[src/rtl/imem_boot_loader_pkg.sv]
// Shared types and constants for the instruction-memory boot loader.
// The optional checksum check is enabled by defining BOOT_CHECKSUM_EN.
package boot_pkg;

    typedef enum logic [2:0] {
        WAIT_LEN = 3'd0,
        LOAD     = 3'd1,
        CHECK    = 3'd2,
        DONE     = 3'd3,
        ERROR    = 3'd4
    } boot_state_t;

    localparam int LEN_BYTES         = 2;
    localparam int BYTES_PER_WORD    = 4;
    localparam int DEFAULT_ADDR_W    = 10;
    localparam int DEFAULT_MAX_WORDS = 1024;

    // The instruction memory is addressed in bytes, so a word index becomes 4*index.
    function automatic logic [31:0] word_byte_addr(input logic [29:0] idx);
        return {idx, 2'b00};
    endfunction

endpackage

[src/rtl/imem_boot_loader_if.sv]
// Byte-stream input and instruction-memory write port of the boot loader.
// The loader itself connects through the slave modport.
interface imem_boot_loader_if;
    logic [7:0]  rx_data;
    logic        rx_valid;
    logic        rx_ready;
    logic        imem_we;
    logic [31:0] imem_addr;
    logic [31:0] imem_wdata;

    modport master (
        output rx_data, rx_valid,
        input  rx_ready, imem_we, imem_addr, imem_wdata
    );

    modport slave (
        input  rx_data, rx_valid,
        output rx_ready, imem_we, imem_addr, imem_wdata
    );
endinterface

[src/rtl/imem_boot_loader_byte_packer.sv]
// Assembles little-endian bytes into 32-bit words; the finished word is held in its
// own register so the next word can start filling during the write cycle.
module byte_packer
    import boot_pkg::*;
(
    input  logic        clk,
    input  logic        reset,
    input  logic        clear,
    input  logic        in_valid,
    input  logic [7:0]  in_byte,
    output logic        byte_last,
    output logic        word_valid,
    output logic [31:0] word
);

    localparam int CNT_W = $clog2(BYTES_PER_WORD);
    localparam int PART_W = 8 * (BYTES_PER_WORD - 1);
    localparam logic [CNT_W-1:0] LAST = CNT_W'(BYTES_PER_WORD - 1);

    logic [CNT_W-1:0]  byte_cnt;
    logic [PART_W-1:0] partial;

    assign byte_last = in_valid && (byte_cnt == LAST);

    // New bytes enter at the top and shift down, so the first byte ends up in [7:0].
    always_ff @(posedge clk or posedge reset) begin
        if (reset) begin
            byte_cnt   <= '0;
            partial    <= '0;
            word_valid <= 1'b0;
            word       <= '0;
        end else if (clear) begin
            byte_cnt   <= '0;
            partial    <= '0;
            word_valid <= 1'b0;
        end else begin
            word_valid <= byte_last;
            if (in_valid) begin
                if (byte_last) begin
                    word     <= {in_byte, partial};
                    byte_cnt <= '0;
                end else begin
                    partial  <= {in_byte, partial[PART_W-1:8]};
                    byte_cnt <= byte_cnt + 1'b1;
                end
            end
        end
    end

endmodule

[src/rtl/imem_boot_loader.sv]
// Boot loader: receives a length-prefixed byte image, writes it into instruction memory
// and holds the CPU in reset until done. Define BOOT_CHECKSUM_EN for a trailing XOR check.
module imem_boot_loader
    import boot_pkg::*;
#(
    parameter int ADDR_W    = DEFAULT_ADDR_W,
    parameter int MAX_WORDS = DEFAULT_MAX_WORDS
) (
    input  logic                clk,
    input  logic                reset,
    input  logic                restart,
    imem_boot_loader_if.slave   bus,
    output logic                cpu_rst,
    output logic                load_done,
    output logic                load_err
);

    localparam int LEN_IDX_W = $clog2(LEN_BYTES);
    localparam logic [LEN_IDX_W-1:0] LEN_LAST = LEN_IDX_W'(LEN_BYTES - 1);
    localparam logic [ADDR_W:0] ONE = (ADDR_W+1)'(1);

    boot_state_t state, state_next;

    logic                 armed;
    logic [LEN_IDX_W-1:0] len_idx;
    logic [7:0]           len_lo;
    logic [ADDR_W:0]      n_words;
    logic [ADDR_W:0]      words_packed;
    logic [ADDR_W:0]      word_idx;
    logic [15:0]          len_value;
    logic                 len_bad;
    logic                 rx_ready;
    logic                 accept;
    logic                 pack_valid;
    logic                 byte_last;
    logic                 word_valid;
    logic [31:0]          word;
    logic                 we;
    logic                 last_write;
    logic                 restart_clear;
`ifdef BOOT_CHECKSUM_EN
    logic [7:0]           csum;
`endif

    assign len_value     = {bus.rx_data, len_lo};
    assign len_bad       = (len_value == 16'd0) || (32'(len_value) > MAX_WORDS);
    assign accept        = bus.rx_valid && rx_ready;
    assign pack_valid    = accept && (state == LOAD);
    assign we            = word_valid && (state == LOAD);
    assign last_write    = we && ((word_idx + ONE) == n_words);
    assign restart_clear = restart && ((state == DONE) || (state == ERROR));

    byte_packer u_packer (
        .clk        (clk),
        .reset      (reset),
        .clear      (restart_clear),
        .in_valid   (pack_valid),
        .in_byte    (bus.rx_data),
        .byte_last  (byte_last),
        .word_valid (word_valid),
        .word       (word)
    );

    always_ff @(posedge clk or posedge reset) begin
        if (reset) state <= WAIT_LEN;
        else       state <= state_next;
    end

    // LOAD stops accepting once every payload byte is in, so a trailing checksum
    // byte is not swallowed during the final write cycle.
    always_comb begin
        state_next = state;
        rx_ready   = 1'b0;
        case (state)
            WAIT_LEN: begin
                rx_ready = armed;
                if (accept && (len_idx == LEN_LAST))
                    state_next = len_bad ? ERROR : LOAD;
            end
            LOAD: begin
                rx_ready = (words_packed != n_words);
`ifdef BOOT_CHECKSUM_EN
                if (last_write) state_next = CHECK;
`else
                if (last_write) state_next = DONE;
`endif
            end
`ifdef BOOT_CHECKSUM_EN
            CHECK: begin
                rx_ready = 1'b1;
                if (bus.rx_valid)
                    state_next = (bus.rx_data == csum) ? DONE : ERROR;
            end
`endif
            DONE, ERROR: begin
                if (restart) state_next = WAIT_LEN;
            end
            default: state_next = WAIT_LEN;
        endcase
    end

    always_ff @(posedge clk or posedge reset) begin
        if (reset) begin
            armed        <= 1'b0;
            len_idx      <= '0;
            len_lo       <= '0;
            n_words      <= '0;
            words_packed <= '0;
            word_idx     <= '0;
`ifdef BOOT_CHECKSUM_EN
            csum         <= '0;
`endif
        end else begin
            armed <= 1'b1;
            if (restart_clear) begin
                len_idx      <= '0;
                len_lo       <= '0;
                n_words      <= '0;
                words_packed <= '0;
                word_idx     <= '0;
`ifdef BOOT_CHECKSUM_EN
                csum         <= '0;
`endif
            end else begin
                if ((state == WAIT_LEN) && accept) begin
                    len_lo <= bus.rx_data;
                    if (len_idx == LEN_LAST) begin
                        len_idx <= '0;
                        n_words <= len_value[ADDR_W:0];
                    end else begin
                        len_idx <= len_idx + 1'b1;
                    end
                end
                if (pack_valid && byte_last) words_packed <= words_packed + ONE;
                if (we) word_idx <= word_idx + ONE;
`ifdef BOOT_CHECKSUM_EN
                if (pack_valid) csum <= csum ^ bus.rx_data;
`endif
            end
        end
    end

    assign bus.rx_ready   = rx_ready;
    assign bus.imem_we    = we;
    assign bus.imem_addr  = word_byte_addr(30'(word_idx));
    assign bus.imem_wdata = word;

    assign cpu_rst   = (state != DONE);
    assign load_done = (state == DONE);
    assign load_err  = (state == ERROR);

endmodule
[src/flat_wrapper.sv]
// flat-port wrapper written by rule: the top's interface ports become plain ports
module imem_boot_loader_flat import boot_pkg::*;
#(
    parameter int ADDR_W    = DEFAULT_ADDR_W,
    parameter int MAX_WORDS = DEFAULT_MAX_WORDS
)
  (clk, reset, restart, cpu_rst, load_done, load_err, bus_rx_data, bus_rx_valid, bus_rx_ready, bus_imem_we, bus_imem_addr, bus_imem_wdata);
  imem_boot_loader_if bus_i ();
  input  logic clk;
  input  logic reset;
  input  logic restart;
  output logic cpu_rst;
  output logic load_done;
  output logic load_err;
  input wire logic [$bits(bus_i.rx_data)-1:0] bus_rx_data;
  input wire logic [$bits(bus_i.rx_valid)-1:0] bus_rx_valid;
  output wire logic [$bits(bus_i.rx_ready)-1:0] bus_rx_ready;
  output wire logic [$bits(bus_i.imem_we)-1:0] bus_imem_we;
  output wire logic [$bits(bus_i.imem_addr)-1:0] bus_imem_addr;
  output wire logic [$bits(bus_i.imem_wdata)-1:0] bus_imem_wdata;
  assign bus_i.rx_data = bus_rx_data;
  assign bus_i.rx_valid = bus_rx_valid;
  assign bus_rx_ready = bus_i.rx_ready;
  assign bus_imem_we = bus_i.imem_we;
  assign bus_imem_addr = bus_i.imem_addr;
  assign bus_imem_wdata = bus_i.imem_wdata;
  imem_boot_loader #(.ADDR_W(ADDR_W), .MAX_WORDS(MAX_WORDS)) u_core (.clk(clk), .reset(reset), .restart(restart), .bus(bus_i), .cpu_rst(cpu_rst), .load_done(load_done), .load_err(load_err));
endmodule
[config.mk]
export PLATFORM = sky130hd
export DESIGN_NAME = imem_boot_loader_flat
export DESIGN_NICKNAME = d
export VERILOG_FILES = /design/src/rtl/imem_boot_loader_pkg.sv /design/src/rtl/imem_boot_loader_if.sv /design/src/rtl/imem_boot_loader_byte_packer.sv /design/src/rtl/imem_boot_loader.sv /design/src/flat_wrapper.sv
export SDC_FILE = /design/constraint.sdc
export NUM_CORES = 1
export LEC_CHECK = 0
export BUFFER_PORTS_ARGS = -buffer_cell sky130_fd_sc_hd__buf_4
export CAP_MARGIN = 5
export CORE_ASPECT_RATIO = 1.75
export CORE_MARGIN = 2
export CORE_UTILIZATION = 40
export CTS_BUF_LIST = sky130_fd_sc_hd__clkbuf_4 sky130_fd_sc_hd__clkbuf_8 sky130_fd_sc_hd__clkbuf_16
export DETAILED_ROUTE_END_ITERATION = 8
export GPL_TIMING_DRIVEN = 0
export PLACE_DENSITY = 0.56
export SLEW_MARGIN = 20
export SYNTH_ARGS = -nofsm -noshare
export SYNTH_HDL_FRONTEND = slang
export SYNTH_HIERARCHICAL = 1
export SYNTH_SLANG_ARGS = --single-unit
[constraint.sdc]
create_clock -name clk -period 6.2 [get_ports clk]
set_clock_uncertainty 0.2 [all_clocks]
set_input_delay 1.24 -clock clk [delete_from_list [all_inputs] [get_ports clk]]
set_output_delay 1.24 -clock clk [all_outputs]
set_load 0.005 [all_outputs]
# Word level (Yosys, flattened, before mapping)
# Cells that the tools add are included.
# classes
addsub	4
order_cmp	1
eq_ne	11
muxes	25
bitwise	1
reduce_logical	23
# ops
op	count
11-bit two-way mux	7
24-bit two-way mux	3
11-bit by 1-bit adder with 11-bit output (second input constant)	2
16-bit by 11-bit greater-than comparator with 1-bit output (second input constant)	1
16-bit logical NOT	1
8-bit two-way mux	2
3-bit two-way mux	4
11-bit equality test	1
11-bit != test	1
2-bit nonzero test	5
1-bit logical AND	9
3-bit one-hot mux with 3 select lines	1
2-bit two-way mux	3
3-bit AND reduction	2
1-bit two-way mux	4
2-bit by 1-bit != test with 1-bit output (second input constant)	2
2-bit != test (second input constant)	2
2-bit AND reduction	2
3-bit by 1-bit equality test with 1-bit output (second input constant)	1
3-bit by 2-bit equality test with 1-bit output (second input constant)	1
3-bit equality test (second input constant)	1
3-bit logical NOT	1
3-bit by 2-bit != test with 1-bit output (second input constant)	1
2-bit by 1-bit adder with 2-bit output (second input constant)	1
6 further kinds	7
# totals
register_bits	105
input_bits	12
output_inout_bits	69

# Longest topological paths before layout
# depth
depth_word	8
ltp_mapped	10
ltp_nobuf	8

# Modules after synthesis
# The synthesis kept the hierarchy.
# modules_own_cells
mod	instances	cells_each	area_per_inst_um2	seq_area_each_um2
imem_boot_loader	1	304	2785.2	1151.1
byte_packer	1	187	2434.8	1476.4

# Worst setup path before layout
# Ideal clock, no wire load.
# synth_timing
path_kind	input to register
from	input restart
to	register u_core.u_packer.word[10]
setup_ps	125
t_arrival_ps	2655
required_time_ps	5875
setup_slack_ps	3220
path_stages	8
cell_sequence	o21ai_1 -> clkinv_1 -> clkbuf_1 -> buf_2 -> nand2b_2 -> buf_6 -> buf_12 -> mux2_4
# synth_between
elab_chain_cells	3
# synth_lines
element	line	text
start: declaration	flat_wrapper.sv:11	input logic restart;
1-bit logical AND	imem_boot_loader.sv:51	assign restart_clear = restart && ((state == DONE) || (state == ERROR));
via u_core.restart_clear	imem_boot_loader.sv:40	logic restart_clear;
1-bit inverter (no line)	n/a	
3-bit AND reduction (no line)	n/a	
end signal: assignment	imem_boot_loader_byte_packer.sv:40	word <= {in_byte, partial};
end: declaration	imem_boot_loader_byte_packer.sv:13	output logic [31:0] word
# The timed path passes the listed nets, and every way through them passes these cells.
# A chain may end at the register's enable or synchronous reset.

# Worst setup path in the final report
# layout_timing
from	register u_core.words_packed[4]
to	output bus_rx_ready
# layout_between
elab_chain_cells	2
# layout_lines
element	line	text
start: declaration	imem_boot_loader.sv:28	logic [ADDR_W:0] words_packed;
start signal: assignment	imem_boot_loader.sv:134	if (pack_valid && byte_last) words_packed <= words_packed + ONE;
11-bit != test	imem_boot_loader.sv:81	rx_ready = (words_packed != n_words);
1-bit one-hot mux with 2 select lines	imem_boot_loader.sv:74	case (state)
end: declaration	flat_wrapper.sv:17	output wire logic [$bits(bus_i.rx_ready)-1:0] bus_rx_ready;
# Every way passes these cells.

==> run_results.csv <==
group,metric,value,unit
timing,finalHoldViolCount,0,
route,viasPerCell,5.02,
critical_path,cp.arrival,2.10,ns
clocking,cts_inserted_buffers,9,
synthesis,ys_async_sr_fraction,1.00,
die,design.portCount,81,
critical_path,cp.required,4.76,ns
hold_path,min_path_type,"reg -> reg",
synthesis,synth_enable_flop_cells,0,
route,drc_errors,0,
critical_path,crit_family,"simple AND/OR/NAND/NOR gates",
timing,tns,0,ns
clocking,clk_path_buf_depth,2,
grt,grt_use_met2,0.333,
synthesis,seq_area_frac_synth,0.503,
timing,timing.slew.headroom,0.515,
timing,period_needed,3.54,ns
die,dieWidth,90.4,um
synthesis,synth.avg_cell_area,10.6,sq um
clocking,cts_setup_buffers,0,
critical_path,worstSetupPathType,"reg -> out",
run_status,status,"finished, final reports clean",
route,dr_total_vias,3803,
placement,gp_congestion,0.876,
placement,port_buffers,59,
clocking,cts_hold_buffers,0,
critical_path,reg2reg_to,"u_core/u_packer/word[2]$_DFFE_PP0P_",
clocking,clock_sinks,105,
clocking,clockRootBuffer,"clkbuf_16",
critical_path,critPathLaunchType,"flip-flop",
power_and_ir_drop,power.density,257,nW/um^2
hold_path,min_from,"u_core/u_packer/partial[4]$_DFFE_PP0P_",
route,wl_per_cell,16.2,um
timing,worst_hold_slack,0.307,ns
placement,dpl_worst_slack,2.70,ns
synthesis,yosysMostFrequentCell,"dfrtp_1",
critical_path,cpPeakStageDelay,0.46,ns
grt,track_usage,0.182,
route,dr.first_iter.drc_count,249,
clocking,clk_pin_slew_worst_paths,0.07,ns
die,start_util,0.406,
clocking,cts_resized,0,
synthesis,synthTopCellsByArea,"dfrtp_1 (50%), mux2_4 (8.6%), nand2_1 (6.2%)",
clocking,cts_htree_levels,3,
finish,num_antenna_cells,0,
die,dieHeight,155,um
die,design.die.area,14000,sq um
grt,grt_pass1_vias,3894,
synthesis,yosys.area.top_type_share,0.503,
critical_path,cp.buffers_inverters,1,
finish,final_net_count,597,
route,totalWireLength,12.3,mm
grt,use_met3,0.0237,
timing,rsz0062_at_grt,"no",
critical_path,crit-reg2reg-launch,"u_core/state[0]$_DFFE_PP0P_",
grt,grt.met1_usage,0.208,
critical_path,r2r_slack,3.21,ns
synthesis,syn_area,5220,sq um
grt,grt_overflow,0,
finish,area_delta_synth_final,20.4,%
clocking,cts_tree,"yes",
power_and_ir_drop,leakagePower,3.17,nW
critical_path,cp_slowest_cell,"dfrtp_1",
timing,tightest_slew,0.727,ns
power_and_ir_drop,peakVddDrop,0.144,mV
route,firstDrtPassIters,4,
clocking,clk_latency,0.35,ns
hold_path,hold_depth,1,
route,drtAntennaViolNets,0,
grt,grt_max_degree,60,
placement,dp_hpwl,9.13,mm
die,row_count,55,
timing,fmax,0.283,GHz
synthesis,yosysUniqueCellTypes,53,
finish,layout-drive-gt1-share,0.279,
synthesis,synth_seq_cells,105,
timing,postLayoutSetupSlackWorst,2.66,ns
synthesis,synthTopCellsByCount,"dfrtp_1 (105), nand2_1 (86), a21oi_1 (39)",
synthesis,synth_flop_cell,"dfrtp_1",
grt,grt.busiest_layer,"met2",
grt,grt_pass1_wl,20.3,mm
synthesis,synth_top_area_cell,"dfrtp_1",
timing,setup_viol,0,
timing,drv_slew,0,
synthesis,postSynthCellCount,491,
synthesis,synth_warnings,6,
die,core_area,12900,sq um
hold_path,whs_endpoint,"u_core/u_packer/word[4]$_DFFE_PP0P_",
timing,fin_crit_sh,0.571,
critical_path,ff2ff_path_depth,10,
grt,antenna_found_initial,0,
critical_path,worstSetupEndpointType,"output port",
critical_path,critPathMaxFanout,5,
critical_path,path_cells,"xor2_1, nor4_1, nand4_2, mux2i_1, nor3_1, buf_4",
run,maxCapViolCount,0,
## cells by family after synthesis
logic type,Yosys count,share of synthesized area
buffers and inverters,57,0.0719
muxes,36,0.0985
and+or+nand+nor,169,0.164
other,2,0.00144
DFF,105,0.503
xor gates and xnor gates,31,0.0520
AOI/OAI and AO/OA,88,0.101
adders and majority gates,3,0.00719
## state kept, by name, indices dropped and copies added (netlist names)
signal / count
u_core/n_words: 11
u_core/armed: 1
u_core/len_lo: 8
u_core/word_idx: 11
u_core/u_packer/byte_cnt: 2
u_core/u_packer/word_valid: 1
u_core/words_packed: 11
u_core/u_packer/word: 32
u_core/len_idx: 1
u_core/state: 3
u_core/u_packer/partial: 24
## metrics by stage
stage                      util  instances  cell area (sq um)  total power (W)
after floorplan               -        511               5300         0.000954
after global placement    0.463        741               5950          0.00103
after detailed placement  0.464        742               5970          0.00104
after CTS                 0.488        758               6280          0.00163
after global routing      0.488        758               6280          0.00169
final                     0.488        758               6280          0.00161
## cells in the final DEF, fill, tap and decap left out, drive strengths merged, types with 4 or more instances in the layout
cell / n
nor2: 14
conb: 22
mux2: 33
a22o: 8
xor2: 18
dfrtp: 105
or3: 6
nor3: 10
buf: 99
nand4: 6
clkbuf: 20
nor4: 4
a21oi: 39
nand2: 86
o31ai: 6
xnor2: 13
inv: 8
nand3: 25
o21ai: 23
## layout make-up
| cell class | count | area (sq um) |
|---|---|---|
| well taps | 171 | 214 |
| clock inverters | 5 | 63.8 |
| inverters | 9 | 36.3 |
| fillers | 1223 | 6580 |
| clock buffers | 11 | 246 |
| multi-input cells | 349 | 2290 |
| repair buffers | 60 | 463 |
| flip-flops and latches | 105 | 2630 |
| plain buffers | 48 | 342 |
## metal layers
metal	up-vias	wire length [um]
li1	1824	-
met1	1871	4800
met5	-	0
met4	0	409
met3	21	373
met2	87	6700
## where the power goes
part | switching (W) | internal (W)
Combinational | 0.000154 | 0.000104
Clock | 0.000258 | 0.000332
Sequential | 0.0000457 | 0.000719
Total | 0.000458 | 0.00116
## worst max path at each step
stage,startpoint,endpoint,slack (ns),depth (start not counted)
2_1_floorplan,restart,u_core/u_packer/word[10]$_DFFE_PP0P_,3.22,8
3_3_place_gp,reset,u_core/u_packer/word[25]$_DFFE_PP0P_,2.59,2
3_5_place_dp,restart,u_core/u_packer/word[2]$_DFFE_PP0P_,2.70,9
4_1_cts,u_core/words_packed[4]$_DFFE_PP0P_,bus_rx_ready,2.61,6
5_1_grt,u_core/words_packed[4]$_DFFE_PP0P_,bus_rx_ready,2.48,6
6_report,u_core/words_packed[4]$_DFFE_PP0P_,bus_rx_ready,2.66,6
(Power assumes the default switching activity.)
